File: src/rtl/pacman_motion.sv
`default_nettype none
// ============================================================================
//  Module      : pacman_motion
//  Description : Per-frame Pac-Man motion update with wall query handshake.
//  Revision    : 1.0 - initial release
// ============================================================================
module pacman_motion #(
    parameter int START_X    = 304,
    parameter int START_Y    = 224,
    parameter int STEP       = 2,
    parameter int FRAME_DIV  = 1,
    parameter int FRAME_LINE = 480,
    parameter int MIN_X      = 0,
    parameter int MAX_X      = 610,
    parameter int MIN_Y      = 0,
    parameter int MAX_Y      = 450
) (
    input  logic       clk,
    input  logic       rst,
    input  logic       game_en,
    input  logic [9:0] vC,
    input  logic [9:0] hC,
    input  logic       btn_up,
    input  logic       btn_down,
    input  logic       btn_left,
    input  logic       btn_right,
    output logic       q_valid,
    output logic [9:0] q_xpos,
    output logic [9:0] q_ypos,
    input  logic       q_ready,
    input  logic       q_blocked,
    output logic [9:0] pm_xpos,
    output logic [9:0] pm_ypos,
    output logic [3:0] pm_direction,
    output logic       pm_stalled,
    output logic       frame_overrun
);

    localparam logic [3:0]  c_DIR_R      = 4'b0001;
    localparam logic [3:0]  c_DIR_L      = 4'b0010;
    localparam logic [3:0]  c_DIR_U      = 4'b0100;
    localparam logic [3:0]  c_DIR_D      = 4'b1000;
    localparam logic [10:0] c_STEP       = 11'(STEP);
    localparam logic [9:0]  c_STEP10     = 10'(STEP);
    localparam logic [10:0] c_MIN_X      = 11'(MIN_X);
    localparam logic [10:0] c_MAX_X      = 11'(MAX_X);
    localparam logic [10:0] c_MIN_Y      = 11'(MIN_Y);
    localparam logic [10:0] c_MAX_Y      = 11'(MAX_Y);
    localparam logic [9:0]  c_MIN_X10    = 10'(MIN_X);
    localparam logic [9:0]  c_MAX_X10    = 10'(MAX_X);
    localparam logic [9:0]  c_START_X    = 10'(START_X);
    localparam logic [9:0]  c_START_Y    = 10'(START_Y);
    localparam logic [9:0]  c_FRAME_LINE = 10'(FRAME_LINE);
    localparam int          c_DIV_W      = (FRAME_DIV > 1) ? $clog2(FRAME_DIV) : 1;
    localparam logic [c_DIV_W-1:0] c_DIV_LAST = c_DIV_W'(FRAME_DIV - 1);

    typedef enum logic [1:0] {
        S_IDLE   = 2'd0,
        S_TURN_Q = 2'd1,
        S_FWD_Q  = 2'd2,
        S_COMMIT = 2'd3
    } state_t;

    state_t             r_state;
    logic               r_line;
    logic               r_line_d;
    logic [c_DIV_W-1:0] r_div;
    logic [3:0]         r_pending;
    logic [3:0]         r_turn_dir;
    logic               r_is_turn;
    logic               r_cand_blk;

    logic               w_tick;
    logic               w_fire;
    logic [20:0]        w_turn_step;
    logic [20:0]        w_fwd_step;

    // Candidate one step away; bit 20 flags a vertical move off the playfield.
    function automatic logic [20:0] f_step(input logic [3:0] dir,
                                           input logic [9:0] x,
                                           input logic [9:0] y);
        logic [9:0] nx;
        logic [9:0] ny;
        logic       blk;
        nx  = x;
        ny  = y;
        blk = 1'b0;
        if (dir == c_DIR_R) begin
            nx = (({1'b0, x} + c_STEP) > c_MAX_X) ? c_MIN_X10 : x + c_STEP10;
        end else if (dir == c_DIR_L) begin
            nx = ({1'b0, x} < (c_MIN_X + c_STEP)) ? c_MAX_X10 : x - c_STEP10;
        end else if (dir == c_DIR_U) begin
            if ({1'b0, y} < (c_MIN_Y + c_STEP)) blk = 1'b1;
            else                                ny  = y - c_STEP10;
        end else if (dir == c_DIR_D) begin
            if (({1'b0, y} + c_STEP) > c_MAX_Y) blk = 1'b1;
            else                                ny  = y + c_STEP10;
        end
        return {blk, nx, ny};
    endfunction

    assign w_tick      = r_line & ~r_line_d;
    assign w_fire      = w_tick && (r_div == c_DIV_LAST);
    assign w_turn_step = f_step(r_pending, pm_xpos, pm_ypos);
    assign w_fwd_step  = f_step(pm_direction, pm_xpos, pm_ypos);

    always_ff @(posedge clk) begin
        if (rst) begin
            r_state       <= S_IDLE;
            r_line        <= 1'b0;
            r_line_d      <= 1'b0;
            r_div         <= '0;
            r_pending     <= 4'b0000;
            r_turn_dir    <= c_DIR_R;
            r_is_turn     <= 1'b0;
            r_cand_blk    <= 1'b0;
            q_valid       <= 1'b0;
            q_xpos        <= 10'd0;
            q_ypos        <= 10'd0;
            pm_xpos       <= c_START_X;
            pm_ypos       <= c_START_Y;
            pm_direction  <= c_DIR_R;
            pm_stalled    <= 1'b0;
            frame_overrun <= 1'b0;
        end else begin
            r_line        <= (vC == c_FRAME_LINE) && (hC == 10'd0);
            r_line_d      <= r_line;
            frame_overrun <= w_tick && (r_state != S_IDLE);

            if (w_tick) begin
                r_div <= (r_div == c_DIV_LAST) ? '0 : r_div + 1'b1;
            end

            // A committing turn consumes the request even if a button is still held.
            if (r_state == S_COMMIT && r_is_turn) r_pending <= 4'b0000;
            else if (btn_up)                      r_pending <= c_DIR_U;
            else if (btn_down)                    r_pending <= c_DIR_D;
            else if (btn_left)                    r_pending <= c_DIR_L;
            else if (btn_right)                   r_pending <= c_DIR_R;

            case (r_state)
                S_IDLE: begin
                    if (w_fire && game_en) begin
                        if (r_pending != 4'b0000 && r_pending != pm_direction) begin
                            r_state    <= S_TURN_Q;
                            r_turn_dir <= r_pending;
                            r_cand_blk <= w_turn_step[20];
                            q_valid    <= ~w_turn_step[20];
                            q_xpos     <= w_turn_step[19:10];
                            q_ypos     <= w_turn_step[9:0];
                        end else begin
                            r_state    <= S_FWD_Q;
                            r_cand_blk <= w_fwd_step[20];
                            q_valid    <= ~w_fwd_step[20];
                            q_xpos     <= w_fwd_step[19:10];
                            q_ypos     <= w_fwd_step[9:0];
                        end
                    end
                end
                S_TURN_Q: begin
                    if (r_cand_blk || (q_valid && q_ready)) begin
                        if (!r_cand_blk && !q_blocked) begin
                            r_state   <= S_COMMIT;
                            r_is_turn <= 1'b1;
                            q_valid   <= 1'b0;
                        end else begin
                            r_state    <= S_FWD_Q;
                            r_cand_blk <= w_fwd_step[20];
                            q_valid    <= ~w_fwd_step[20];
                            q_xpos     <= w_fwd_step[19:10];
                            q_ypos     <= w_fwd_step[9:0];
                        end
                    end
                end
                S_FWD_Q: begin
                    if (r_cand_blk || (q_valid && q_ready)) begin
                        q_valid <= 1'b0;
                        if (!r_cand_blk && !q_blocked) begin
                            r_state   <= S_COMMIT;
                            r_is_turn <= 1'b0;
                        end else begin
                            r_state    <= S_IDLE;
                            pm_stalled <= 1'b1;
                        end
                    end
                end
                S_COMMIT: begin
                    pm_xpos    <= q_xpos;
                    pm_ypos    <= q_ypos;
                    pm_stalled <= 1'b0;
                    r_state    <= S_IDLE;
                    // Direction latched at query time so it always matches the candidate.
                    if (r_is_turn) pm_direction <= r_turn_dir;
                end
                default: r_state <= S_IDLE;
            endcase
        end
    end

endmodule
`default_nettype wire

File: config.mk
export PLATFORM = sky130hd
export DESIGN_NAME = pacman_motion
export DESIGN_NICKNAME = d
export VERILOG_FILES = /design/src/rtl/pacman_motion.sv
export SDC_FILE = /design/constraint.sdc
export NUM_CORES = 1
export LEC_CHECK = 0
export CAP_MARGIN = 15
export CORE_MARGIN = 2
export CORE_UTILIZATION = 49
export CTS_CLUSTER_DIAMETER = 80
export DETAILED_ROUTE_END_ITERATION = 10
export GPL_TIMING_DRIVEN = 1
export PLACE_DENSITY_LB_ADDON = 0.15
export SLEW_MARGIN = 20
export SYNTH_ARGS = -nofsm -noshare
export SYNTH_HDL_FRONTEND = slang
export SYNTH_SLANG_ARGS = --single-unit
File: constraint.sdc
create_clock -name clk -period 2.7 [get_ports clk]
set_clock_uncertainty 0.2 [all_clocks]
set_input_delay 0.54 -clock clk [delete_from_list [all_inputs] [get_ports clk]]
set_output_delay 0.54 -clock clk [all_outputs]
set_load 0.005 [all_outputs]
==> results.sh <==
export IMPL_status="finished clean"
export IMPL_setup_worst_path_end_class="flip-flop"
export IMPL_syn_area_mm2=0.00444
export IMPL_ys_flop_type="dfxtp_1"
export IMPL_finalPower_w=0.00334
export IMPL_yosysTopAreaCell="dfxtp_1"
export IMPL_grtUsageTotal_pct=31.2
export IMPL_power_frac_comb_pct=42.5
export IMPL_fin_cells=802
export IMPL_ant_nets=0
export IMPL_rsz0062_at_grt="false"
export IMPL_wl_per_cell_um=18.5
export IMPL_critical_path_class="reg -> reg"
export IMPL_cts_tree="yes"
export IMPL_top_layer_used="met4"
export IMPL_grt_pass1_vias=4919
export IMPL_num_vias=4974
export IMPL_synth_area_leaders="dfxtp_1, nor2_1, mux2i_1"
export IMPL_max_stage_delay_ns=0.71
export IMPL_drv_max_cap_violation_count=0
export IMPL_synth_yosys_seq_area_share_pct=27.5
export IMPL_grt_pass1_wl_mm=24.8
export IMPL_cp_start_kind="flip-flop"
export IMPL_post_route_util_pct=66.9
export IMPL_cts_root_buf="clkbuf_8"
export IMPL_dr_pass1_iters=5
export IMPL_path_cells="buf_4 -> or4b_2 -> a2111oi_1 -> a31oi_1 -> a21oi_1 -> o21ai_1 -> a32o_1"
export IMPL_synthCells=574
export IMPL_max_freq_ghz=0.382
export IMPL_die_area_mm2=0.00983
export IMPL_worstSkewPairLatency_ns=0.35
export IMPL_crit_fanout=8
export IMPL_yosys_area_top_type_share_pct=27.5
export IMPL_gp_congestion=0.992
export IMPL_layout_setup_ws_ns=0.0850
export IMPL_power_leakage_nw=2.18
export IMPL_port_buffers=75
export IMPL_min_period_over_period_pct=96.9
export IMPL_period_needed_ns=2.61
export IMPL_holdWs_ns=0.227
export IMPL_placedCellCount=786
export IMPL_wl_met1_mm=6.31
export IMPL_p_int_w=0.00208
export IMPL_yosys_warnings=0
export IMPL_p_sw_w=0.00126
export IMPL_met3_length_um=860
export IMPL_drv_slew=0
export IMPL_start_util_pct=50.6
export IMPL_grt_max_degree=22
export IMPL_drt_vias_per_instance=6.20
export IMPL_holdCritPathClass="reg -> reg"
export IMPL_vdd_ir_drop_max_v=0.000402
export IMPL_muxShareOfSynthArea_pct=4.74
export IMPL_clockBufferDepth=2
export IMPL_num_rows=34
export IMPL_gr_total_overflow=0
export IMPL_ys_ff_latch=61
export IMPL_worst_slew_pin_slew_ns=0.722
export IMPL_core_area_mm2=0.00876
export IMPL_fin_nets=727
export IMPL_synth_compound_area_share_pct=26.2
export IMPL_routed_wl_mm=14.9
export IMPL_drtIter0Drc=308
export IMPL_drcViolationCount=0
export IMPL_synth_xor_area_share_pct=3.16
export IMPL_die_y_um=99.2
export IMPL_clkTransAtPathRegs_ns=0.08
export IMPL_antenna_found_initial=0
export IMPL_pre_cts_slack_ns=-0.0364
export IMPL_synth_distinct_cells=79
export IMPL_finalHoldViolCount=0
export IMPL_p_clk_share_pct=23.0
export IMPL_synth_adder_area_share_pct=2.54
export IMPL_required_ns=2.74
export IMPL_cpMaxStageDelayCell="or4b_2"
export IMPL_pwr_share_seq_pct=34.5
export IMPL_hpwl_mm=11.0
export IMPL_swShare_pct=37.6
export IMPL_drive_above_1_share_pct=18.3
export IMPL_avgSynthCellArea_um2=7.73
export IMPL_cts_max_level=3
export IMPL_cts_buffers=9
export IMPL_diodes=0
export IMPL_power_density_mw_per_mm2=570
export IMPL_cp_arrival_ns=2.66
export IMPL_die_w_um=99.2
export IMPL_area_delta_synth_final_pct=32.1
export IMPL_synth_nets=612
export IMPL_synthArstFlopShare_pct=0
export IMPL_clkSinkCount=61
export IMPL_relSlewSlack_pct=51.7
export IMPL_met2_length_mm=7.13
export IMPL_synth_top_family_by_area="simple AND/OR/NAND/NOR gates"
export IMPL_synth_edff_count=0
export IMPL_finalSetupViolations=0
export IMPL_synthSimpleGateAreaFrac_pct=29.3
export IMPL_io_pins=76
[worst max-delay path: cells and delay by family (launching register included)]
kind	cells	cell delay [ns]
buffers and inverters	1	0.17
AOI/OAI and AO/OA	5	1.07
DFF	1	0.36
and+or+nand+nor	1	0.71
[power groups by stage]
stage                     sequential, W  combinational, W  clock [W]
after floorplan                 0.00115          0.000751          0
after global placement          0.00116           0.00136          0
after detailed placement        0.00117           0.00137          0
after CTS                       0.00115           0.00138   0.000777
after global routing            0.00117           0.00154   0.000822
final                           0.00115           0.00142   0.000767
[cell usage in the layout (no fill, tap or decap), types with 8 or more instances in the layout]
master / instances
o21ai_0: 33
clkdlybuf4s50_1: 74
inv_1: 16
a31oi_1: 10
dfxtp_1: 57
a211o_1: 10
nand3_1: 19
nor2_1: 63
xor2_1: 10
buf_4: 75
clkbuf_8: 11
nor3_1: 23
ha_1: 9
nand2_1: 42
nor2b_1: 10
nor4_1: 8
a21oi_1: 36
mux2i_1: 21
[layout make-up]
type,instances,area (µm²)
clock buffer,12,155
inverter,17,63.8
clock inverter,4,22.5
tap,108,135
sequential,61,1230
timing repair buffer,150,1310
fill,784,2900
multi-input combinational,450,2950
[worst paths after layout]
| kind | startpoint | end | slack, ns | cells past startpoint |
|---|---|---|---|---|
| setup reg to reg | pm_direction[1] | q_ypos[7] | 0.09 | 7 |
| hold / removal | r_line_d | frame_overrun | 0.23 | 1 |
| setup / recovery | pm_direction[1] | q_ypos[7] | 0.09 | 7 |
| hold reg to reg | r_line_d | frame_overrun | 0.23 | 1 |
[stage by stage]
step | TNS (ns) | instance area, µm²
after floorplan | 0 | 4440
after global placement | -0.123 | 5650
after detailed placement | -0.0364 | 5650
after CTS | 0 | 5830
after global routing | 0 | 5860
final | 0 | 5860
[Yosys cell counts (all sizes together), types with 4 or more instances]
cell     number
clkbuf       19
a21oi        39
a211o        10
xnor2         6
ha            9
o22ai         6
nor2         64
buf          27
nand3        19
or3           5
nor2b        10
a211oi        6
nand4         6
and2          5
or4b          4
nor3         24
nand2        43
a31oi        10
nor4b         4
o21ai        38
inv          17
o211ai        4
mux2i        21
xor2         10
a32o          7
a221oi        4
dfxtp        61
nand2b        4
or4           5
and3          9
or2           7
a2111oi       4
nand3b        7
nor4         12
[routing by layer]
metal	vias up	track usage (%)
met5	-	0
met2	222	52.1
met3	58	4.57
met4	0	14.3
met1	2325	39.7
li1	2369	-
[timing repair]
action | 4_1_cts | 5_1_grt
hold buffers | 0 | 0
gates resized for setup | 0 | 12
setup endpoints to repair | 0 | 11
buffers inserted | 0 | 0
[sequential cells by signal (all words and copies together) (netlist names)]
signal and cells:
q_xpos 10, pm_direction 4, q_ypos 10, frame_overrun 1, r_line_d 1, pm_ypos 10, r_is_turn 1, pm_stalled 1
q_valid 1, pm_xpos 10, r_cand_blk 1, r_line 1, r_state 2, r_turn_dir 4, r_pending 4
[cell families after synthesis]
logic type      Yosys count
simple gates            237
fa+ha+maj                 9
compound gates          167
buf+inv                  63
flops                    61
mux                      21
xor+xnor                 16
Note: power is estimated with default switching activity, not from simulation.
